===== config.mk =====
export PLATFORM = sky130hd
export DESIGN_NAME = spi_sensor_responder
export DESIGN_NICKNAME = d
export VERILOG_FILES = /design/src/rtl/spi_resp_pkg.sv /design/src/rtl/spi_resp_sync.sv /design/src/rtl/spi_sensor_responder.sv
export SDC_FILE = /design/constraint.sdc
export NUM_CORES = 2
export LEC_CHECK = 0
export ABC_CLOCK_PERIOD_IN_PS = 3600
export BUFFER_PORTS_ARGS = -buffer_cell sky130_fd_sc_hd__buf_2
export CAP_MARGIN = 30
export CORE_MARGIN = 4
export CORE_UTILIZATION = 30
export CTS_CLUSTER_DIAMETER = 40
export DETAILED_ROUTE_END_ITERATION = 8
export PLACE_DENSITY = 0.41
export SLEW_MARGIN = 5
export SYNTH_ARGS = -nofsm -noshare
export SYNTH_HDL_FRONTEND = slang
export SYNTH_HIERARCHICAL = 1
export SYNTH_SLANG_ARGS = --single-unit
export TNS_END_PERCENT = 20

===== constraint.sdc =====
create_clock -name clk -period 3.6 [get_ports clk]
set_input_delay 0.72 -clock clk [delete_from_list [all_inputs] [get_ports clk]]
set_output_delay 0.72 -clock clk [all_outputs]
set_load 0.02 [all_outputs]

===== src/rtl/spi_resp_pkg.sv =====
// ============================================================================
// Module   : spi_resp_pkg
// Brief    : Shared constants for the SPI sensor responder (state codes,
//            command-byte fields, default geometry, saturating helper).
// Revision : 1.0
// ============================================================================
`default_nettype none

package spi_resp_pkg;

  localparam logic [1:0] ST_IDLE = 2'd0;
  localparam logic [1:0] ST_CMD  = 2'd1;
  localparam logic [1:0] ST_RD   = 2'd2;
  localparam logic [1:0] ST_WR   = 2'd3;

  localparam logic [7:0] DEVICE_ID_DEFAULT = 8'hE5;
  localparam int         ADDR_W_DEFAULT    = 6;

  localparam int CMD_RW_BIT = 7;
  localparam int CMD_MB_BIT = 6;

  // Top address of the default-size register file.
  localparam int ABORT_CNT_ADDR = (1 << ADDR_W_DEFAULT) - 1;

  function automatic logic [7:0] sat_inc8(input logic [7:0] v);
    return (v == 8'hFF) ? v : v + 8'd1;
  endfunction

endpackage

`default_nettype wire


===== src/rtl/spi_resp_sync.sv =====
// ============================================================================
// Module   : spi_resp_sync
// Brief    : 2-FF synchronisers for SPI clk/cs/mosi plus registered one-cycle
//            rise/fall strobes; strobes and levels share the same latency.
// Revision : 1.0
// ============================================================================
`default_nettype none

module spi_resp_sync (
  input  logic clk,
  input  logic i_spi_clk,
  input  logic i_spi_cs,
  input  logic i_spi_mosi,
  output logic o_sclk_rise,
  output logic o_sclk_fall,
  output logic o_cs_rise,
  output logic o_cs_fall,
  output logic o_mosi
);

  // Bit 0 = spi_clk, bit 1 = spi_cs, bit 2 = spi_mosi.
  logic [2:0] r_s1;
  logic [2:0] r_s2;
  logic [2:0] r_s3;
  logic [1:0] r_rise;
  logic [1:0] r_fall;

  // No reset: the chain keeps tracking the pins during reset so that a line
  // held low across reset never produces a spurious edge afterwards.
  always_ff @(posedge clk) begin
    r_s1   <= {i_spi_mosi, i_spi_cs, i_spi_clk};
    r_s2   <= r_s1;
    r_s3   <= r_s2;
    r_rise <= r_s2[1:0] & ~r_s3[1:0];
    r_fall <= ~r_s2[1:0] & r_s3[1:0];
  end

  assign o_sclk_rise = r_rise[0];
  assign o_sclk_fall = r_fall[0];
  assign o_cs_rise   = r_rise[1];
  assign o_cs_fall   = r_fall[1];
  assign o_mosi      = r_s3[2];

endmodule

`default_nettype wire


===== src/rtl/spi_sensor_responder.sv =====
// ============================================================================
// Module   : spi_sensor_responder
// Brief    : Mode-3 SPI responder emulating an accelerometer register map.
//            Optional macro SPI_RESP_ABORT_CNT_EN enables the abort counter.
// Revision : 1.0
// ============================================================================
`default_nettype none

module spi_sensor_responder
  import spi_resp_pkg::*;
#(
  parameter logic [7:0] DEVICE_ID  = DEVICE_ID_DEFAULT,
  parameter int         ADDR_W     = ADDR_W_DEFAULT,
  parameter logic [7:0] RESET_FILL = 8'h00
) (
  input  logic              clk,
  input  logic              rst_n,
  input  logic              spi_clk,
  input  logic              spi_cs,
  input  logic              spi_mosi,
  output logic              spi_miso,
  output logic              spi_miso_oe,
  input  logic              upd_en,
  input  logic [ADDR_W-1:0] upd_addr,
  input  logic [7:0]        upd_data,
  output logic              wr_valid,
  output logic [ADDR_W-1:0] wr_addr,
  output logic [7:0]        wr_data,
  output logic [7:0]        abort_cnt
);

  localparam int c_depth = 1 << ADDR_W;
`ifdef SPI_RESP_ABORT_CNT_EN
  localparam logic [ADDR_W-1:0] c_abort_addr = '1;
`endif

  logic w_sclk_rise;
  logic w_sclk_fall;
  logic w_cs_rise;
  logic w_cs_fall;
  logic w_mosi;

  spi_resp_sync u_sync (
    .clk         (clk),
    .i_spi_clk   (spi_clk),
    .i_spi_cs    (spi_cs),
    .i_spi_mosi  (spi_mosi),
    .o_sclk_rise (w_sclk_rise),
    .o_sclk_fall (w_sclk_fall),
    .o_cs_rise   (w_cs_rise),
    .o_cs_fall   (w_cs_fall),
    .o_mosi      (w_mosi)
  );

  logic [1:0]        r_state;
  logic [2:0]        r_bitcnt;
  logic [7:0]        r_shift;
  logic              r_mb;
  logic [ADDR_W-1:0] r_addr;
  logic [7:0]        r_tx;
  logic              r_miso;
  logic              r_miso_oe;
  logic              r_wr_valid;
  logic [ADDR_W-1:0] r_wr_addr;
  logic [7:0]        r_wr_data;
  logic [7:0]        r_regs [c_depth];
`ifdef SPI_RESP_ABORT_CNT_EN
  logic [7:0]        r_abort_cnt;
`endif

  logic [7:0]        w_shift_nxt;
  logic [ADDR_W-1:0] w_cmd_addr;
  logic [ADDR_W-1:0] w_addr_nxt;
  logic              w_byte_done;
  logic              w_spi_we;

  function automatic logic f_writable(input logic [ADDR_W-1:0] a);
`ifdef SPI_RESP_ABORT_CNT_EN
    return (a != '0) && (a != c_abort_addr);
`else
    return a != '0;
`endif
  endfunction

  function automatic logic [7:0] f_read(input logic [ADDR_W-1:0] a);
    logic [7:0] v;
    v = r_regs[a];
    if (a == '0) begin
      v = DEVICE_ID;
    end
`ifdef SPI_RESP_ABORT_CNT_EN
    else if (a == c_abort_addr) begin
      v = r_abort_cnt;
    end
`endif
    return v;
  endfunction

  assign w_shift_nxt = {r_shift[6:0], w_mosi};
  assign w_cmd_addr  = w_shift_nxt[ADDR_W-1:0];
  assign w_addr_nxt  = r_mb ? r_addr + ADDR_W'(1) : r_addr;
  assign w_byte_done = w_sclk_rise && (r_bitcnt == 3'd7) && !w_cs_rise;
  assign w_spi_we    = (r_state == ST_WR) && w_byte_done && f_writable(r_addr);

  always_ff @(posedge clk) begin
    if (!rst_n) begin
      r_state    <= ST_IDLE;
      r_bitcnt   <= 3'd0;
      r_shift    <= 8'h00;
      r_mb       <= 1'b0;
      r_addr     <= '0;
      r_tx       <= 8'h00;
      r_miso     <= 1'b1;
      r_miso_oe  <= 1'b0;
      r_wr_valid <= 1'b0;
      r_wr_addr  <= '0;
      r_wr_data  <= 8'h00;
`ifdef SPI_RESP_ABORT_CNT_EN
      r_abort_cnt <= 8'h00;
`endif
    end else begin
      r_wr_valid <= 1'b0;
      if (w_cs_rise) begin
        r_state   <= ST_IDLE;
        r_bitcnt  <= 3'd0;
        r_miso    <= 1'b1;
        r_miso_oe <= 1'b0;
`ifdef SPI_RESP_ABORT_CNT_EN
        if (r_bitcnt != 3'd0) begin
          r_abort_cnt <= sat_inc8(r_abort_cnt);
        end
`endif
      end else begin
        case (r_state)
          ST_IDLE: begin
            // oe only follows a cs fall seen after reset, so a reset in the
            // middle of a transfer keeps the responder silent until re-armed.
            if (w_cs_fall) begin
              r_state   <= ST_CMD;
              r_bitcnt  <= 3'd0;
              r_miso_oe <= 1'b1;
            end
          end
          ST_CMD: begin
            if (w_sclk_rise) begin
              r_shift  <= w_shift_nxt;
              r_bitcnt <= r_bitcnt + 3'd1;
              if (r_bitcnt == 3'd7) begin
                r_mb   <= w_shift_nxt[CMD_MB_BIT];
                r_addr <= w_cmd_addr;
                if (w_shift_nxt[CMD_RW_BIT]) begin
                  r_state <= ST_RD;
                  r_tx    <= f_read(w_cmd_addr);
                end else begin
                  r_state <= ST_WR;
                end
              end
            end
          end
          ST_RD: begin
            if (w_sclk_fall) begin
              r_miso <= r_tx[7];
              r_tx   <= {r_tx[6:0], 1'b1};
            end
            if (w_sclk_rise) begin
              r_bitcnt <= r_bitcnt + 3'd1;
              if (r_bitcnt == 3'd7) begin
                r_addr <= w_addr_nxt;
                r_tx   <= f_read(w_addr_nxt);
              end
            end
          end
          default: begin
            if (w_sclk_rise) begin
              r_shift  <= w_shift_nxt;
              r_bitcnt <= r_bitcnt + 3'd1;
              if (r_bitcnt == 3'd7) begin
                r_wr_valid <= 1'b1;
                r_wr_addr  <= r_addr;
                r_wr_data  <= w_shift_nxt;
                r_addr     <= w_addr_nxt;
              end
            end
          end
        endcase
      end
    end
  end

  // The SPI write is the later assignment, so it wins a same-cycle collision.
  always_ff @(posedge clk) begin
    if (!rst_n) begin
      for (int i = 0; i < c_depth; i++) begin
        r_regs[i] <= RESET_FILL;
      end
    end else begin
      if (upd_en && f_writable(upd_addr)) begin
        r_regs[upd_addr] <= upd_data;
      end
      if (w_spi_we) begin
        r_regs[r_addr] <= w_shift_nxt;
      end
    end
  end

  assign spi_miso    = r_miso;
  assign spi_miso_oe = r_miso_oe;
  assign wr_valid    = r_wr_valid;
  assign wr_addr     = r_wr_addr;
  assign wr_data     = r_wr_data;
`ifdef SPI_RESP_ABORT_CNT_EN
  assign abort_cnt   = r_abort_cnt;
`else
  assign abort_cnt   = 8'h00;
`endif

endmodule

`default_nettype wire


==> flow_summary.ini <==
[timing]
max_freq_mhz = 283
finalMaxSlewViolations = 0
hold_viol = 0
finalSetupViolCount = 0
fin_ws_ns = 0.0603
period_needed_ns = 3.54
tns_ns = 0
period_share_pct = 98.3
slew_headroom_pct = 40.3
tightestPinTransition_ns = 0.891
finClkSkew_ns = 0.0274
whs_ns = 0.117
rsz0062_at_grt = false

[critical_path]
path_delay_family = simple AND/OR/NAND/NOR gates
cp_max_fo = 8
required_ns = 3.98
crit_start = r_bitcnt[0]
path_depth = 9
r2r_end = r_regs[49][5]
r2r_start = r_bitcnt[0]
arrival_ns = 3.92
path_cells = ha_1 -> ha_1 -> nand2_1 -> or3_1 -> nor4_2 -> nand2_1 -> buf_4 -> nor2_1 -> or3_1
critPathKind = reg -> reg
cp_slowest_cell = nand2_1
worstSetupEndpoint = r_regs[49][5]
r2r_setup_slack_ns = 0.06
cp-end-kind = register
worstRegToRegCells = 9
cpPeakStageDelay_ns = 0.58
path_buf_inv = 1
critPathLaunchType = register

[global_route]
grt_pass1_vias = 28200
antenna_found_initial = 6
grtUsageTotal_pct = 25.4
overflow = 0
grt_pass1_wl_mm = 221
grt_max_degree = 93

[logic_synthesis]
synth_async_sr_flop_share_pct = 0
syn_area_per_cell_um2 = 9.61
synthTopCellsByArea = edfxtp_1, nand2_1, mux4_2
synth.ff_latch_count = 569
netlist_area_um2 = 35000
synth_top_area_share_pct = 43.9
ys_types = 68
ys_warn_count = 6
synth_most_common_cell = nand2_1
seq_area_frac_synth_pct = 47.2
synth-edff-count = 512
synth_ff_type = edfxtp_1
synth_top_area_cell = edfxtp_1
synth_commonest_cells = nand2_1, edfxtp_1, o21ai_0
syn_inst = 3645

[clock_tree]
cts_setup_buffers = 0
h-tree-depth = 3
clock_sinks = 569
cts_hold_buf = 0
clk_transition_reported_paths_ns = 0.05
cts_root_buf = clkbuf_16
tritoncts = built
numCtsBuffers = 120
cts_resized = 0
clock_path_buffers = 3
clkLatencyLatePin_ns = 0.71

[place]
pre_cts_ws_ns = 0.166
place_hpwl_mm = 106
io_buffers = 36
placed_cell_area_um2 = 38000
globalplace.congestion = 0.928

[worst_hold_path]
worstHoldPathType = in -> reg

[floorplanning]
die_h_um = 350
die_w_um = 350
core_area_um2 = 116000
rows = 125
dieArea_um2 = 122000
io_pins = 45
initial_utilization_pct = 30.2

[detailed_routing]
route.antenna.remaining_nets = 0
vias_per_cell = 5.56
drt_wl_total_mm = 158
first_iter_violations = 3494
routedWlPerCell_um = 29.5
vias = 29900
drcViolationCount = 0
firstDrtPassIters = 5

[cells_and_area]
fill_cells = 11500
drive_gt1_share_pct = 19.2
syn_to_final_growth_pct = 20.5
nNetsFinal = 3761
fin_area_um2 = 42200
fin_util_pct = 36.4

[job]
cap_violations = 0

[pwr]
peakVddDrop_mv = 0.357
p_leak_nw = 14.2
p_per_area_nw_per_um2 = 483

[status]
status = completed
cell type report:
class                      count  area (um^2)  area share (%)
clock buffer                 131         3080            7.29
sequential                   569        16500            39.2
tap                         1524         1910            4.52
antenna                        4         10.0          0.0237
clock inverter                97         1090            2.58
inverter                       5         20.0          0.0474
multi-input combinational   2740        17000            40.3
timing repair buffer         301         2550            6.04
layer usage:
metal | vias up | GRT usage, % | wire, um
met5 | - | 0 | 0
met4 | 0 | 8.35 | 5500
met3 | 261 | 4.92 | 12600
met2 | 1361 | 39.4 | 70900
met1 | 14900 | 35.8 | 69300
li1 | 13400 | - | -
worst min path at each step:
stage                                end            from  slack (ns)  cells after the start
after global placement    u_sync/r_s2[2]  u_sync/r_s1[2]        0.32                      0
after floorplan           u_sync/r_s2[0]  u_sync/r_s1[0]        0.31                      0
after global routing      u_sync/r_s1[0]         spi_clk        0.09                      1
after detailed placement  u_sync/r_s2[2]  u_sync/r_s1[2]        0.32                      0
after CTS                 u_sync/r_s1[2]        spi_mosi        0.07                      1
final                     u_sync/r_s1[2]        spi_mosi        0.12                      1
metrics by stage:
stage	power (mW)	std cells
after floorplan	8.41	3652
after global placement	9.06	5138
after detailed placement	9.04	5138
after CTS	20.5	5366
after global routing	20.9	5368
final	20.4	5371
state kept, by name, summed over array words and instances, names as in the netlist, 6 cells and up:
name     count
wr_addr      6
r_regs     512
r_addr       6
wr_data      8
r_tx         8
r_shift      7
kinds of logic after synthesis:
group / Yosys count / share of synthesized area [%]
XOR/XNOR: 7 / 0.304
AO/OA/AOI/OAI: 715 / 11.4
buffers and inverters: 343 / 4.42
flip-flops: 569 / 47.2
adder cells (fa/ha/maj): 4 / 0.143
AND/OR/NAND/NOR: 1619 / 19.0
multiplexers: 387 / 17.6
other: 1 / 0.0107
power by group:
group / switching [mW] / internal, mW
registers: 0.287 / 7.52
clock network: 4.00 / 7.42
logic: 0.736 / 0.408
total: 5.03 / 15.3
layout by cell type (no fill, tap or decap), types with 10 or more instances in the layout:
cell        synthesis  layout
clkinv_1            0      11
o221ai_1           17      17
dfxtp_1            57      49
nand3_1            77      77
or3_1              73      73
nor2_1            174     174
a32oi_1            10      10
clkinv_2            0      20
a21oi_1            58      56
nand2_1          1197    1196
and2_1             12      11
nand3b_1           10      10
o211ai_1           11      11
o21ai_0           496     496
clkinvlp_4          0      15
bufinv_16           0      17
mux4_2            180     180
nand4_1            15      15
buf_12              0      27
a31oi_1            15      15
nand2b_1           11      11
buf_4              27     245
inv_6               0      10
clkinv_4            0      23
buf_2             107      28
mux2i_1           193     193
o22ai_1            12      12
mux2_2             13      12
o21ai_1            26      26
o2111ai_1          13      13
edfxtp_1          512     512
clkbuf_16           0     121
Note: power is estimated with default switching activity, not from simulation.
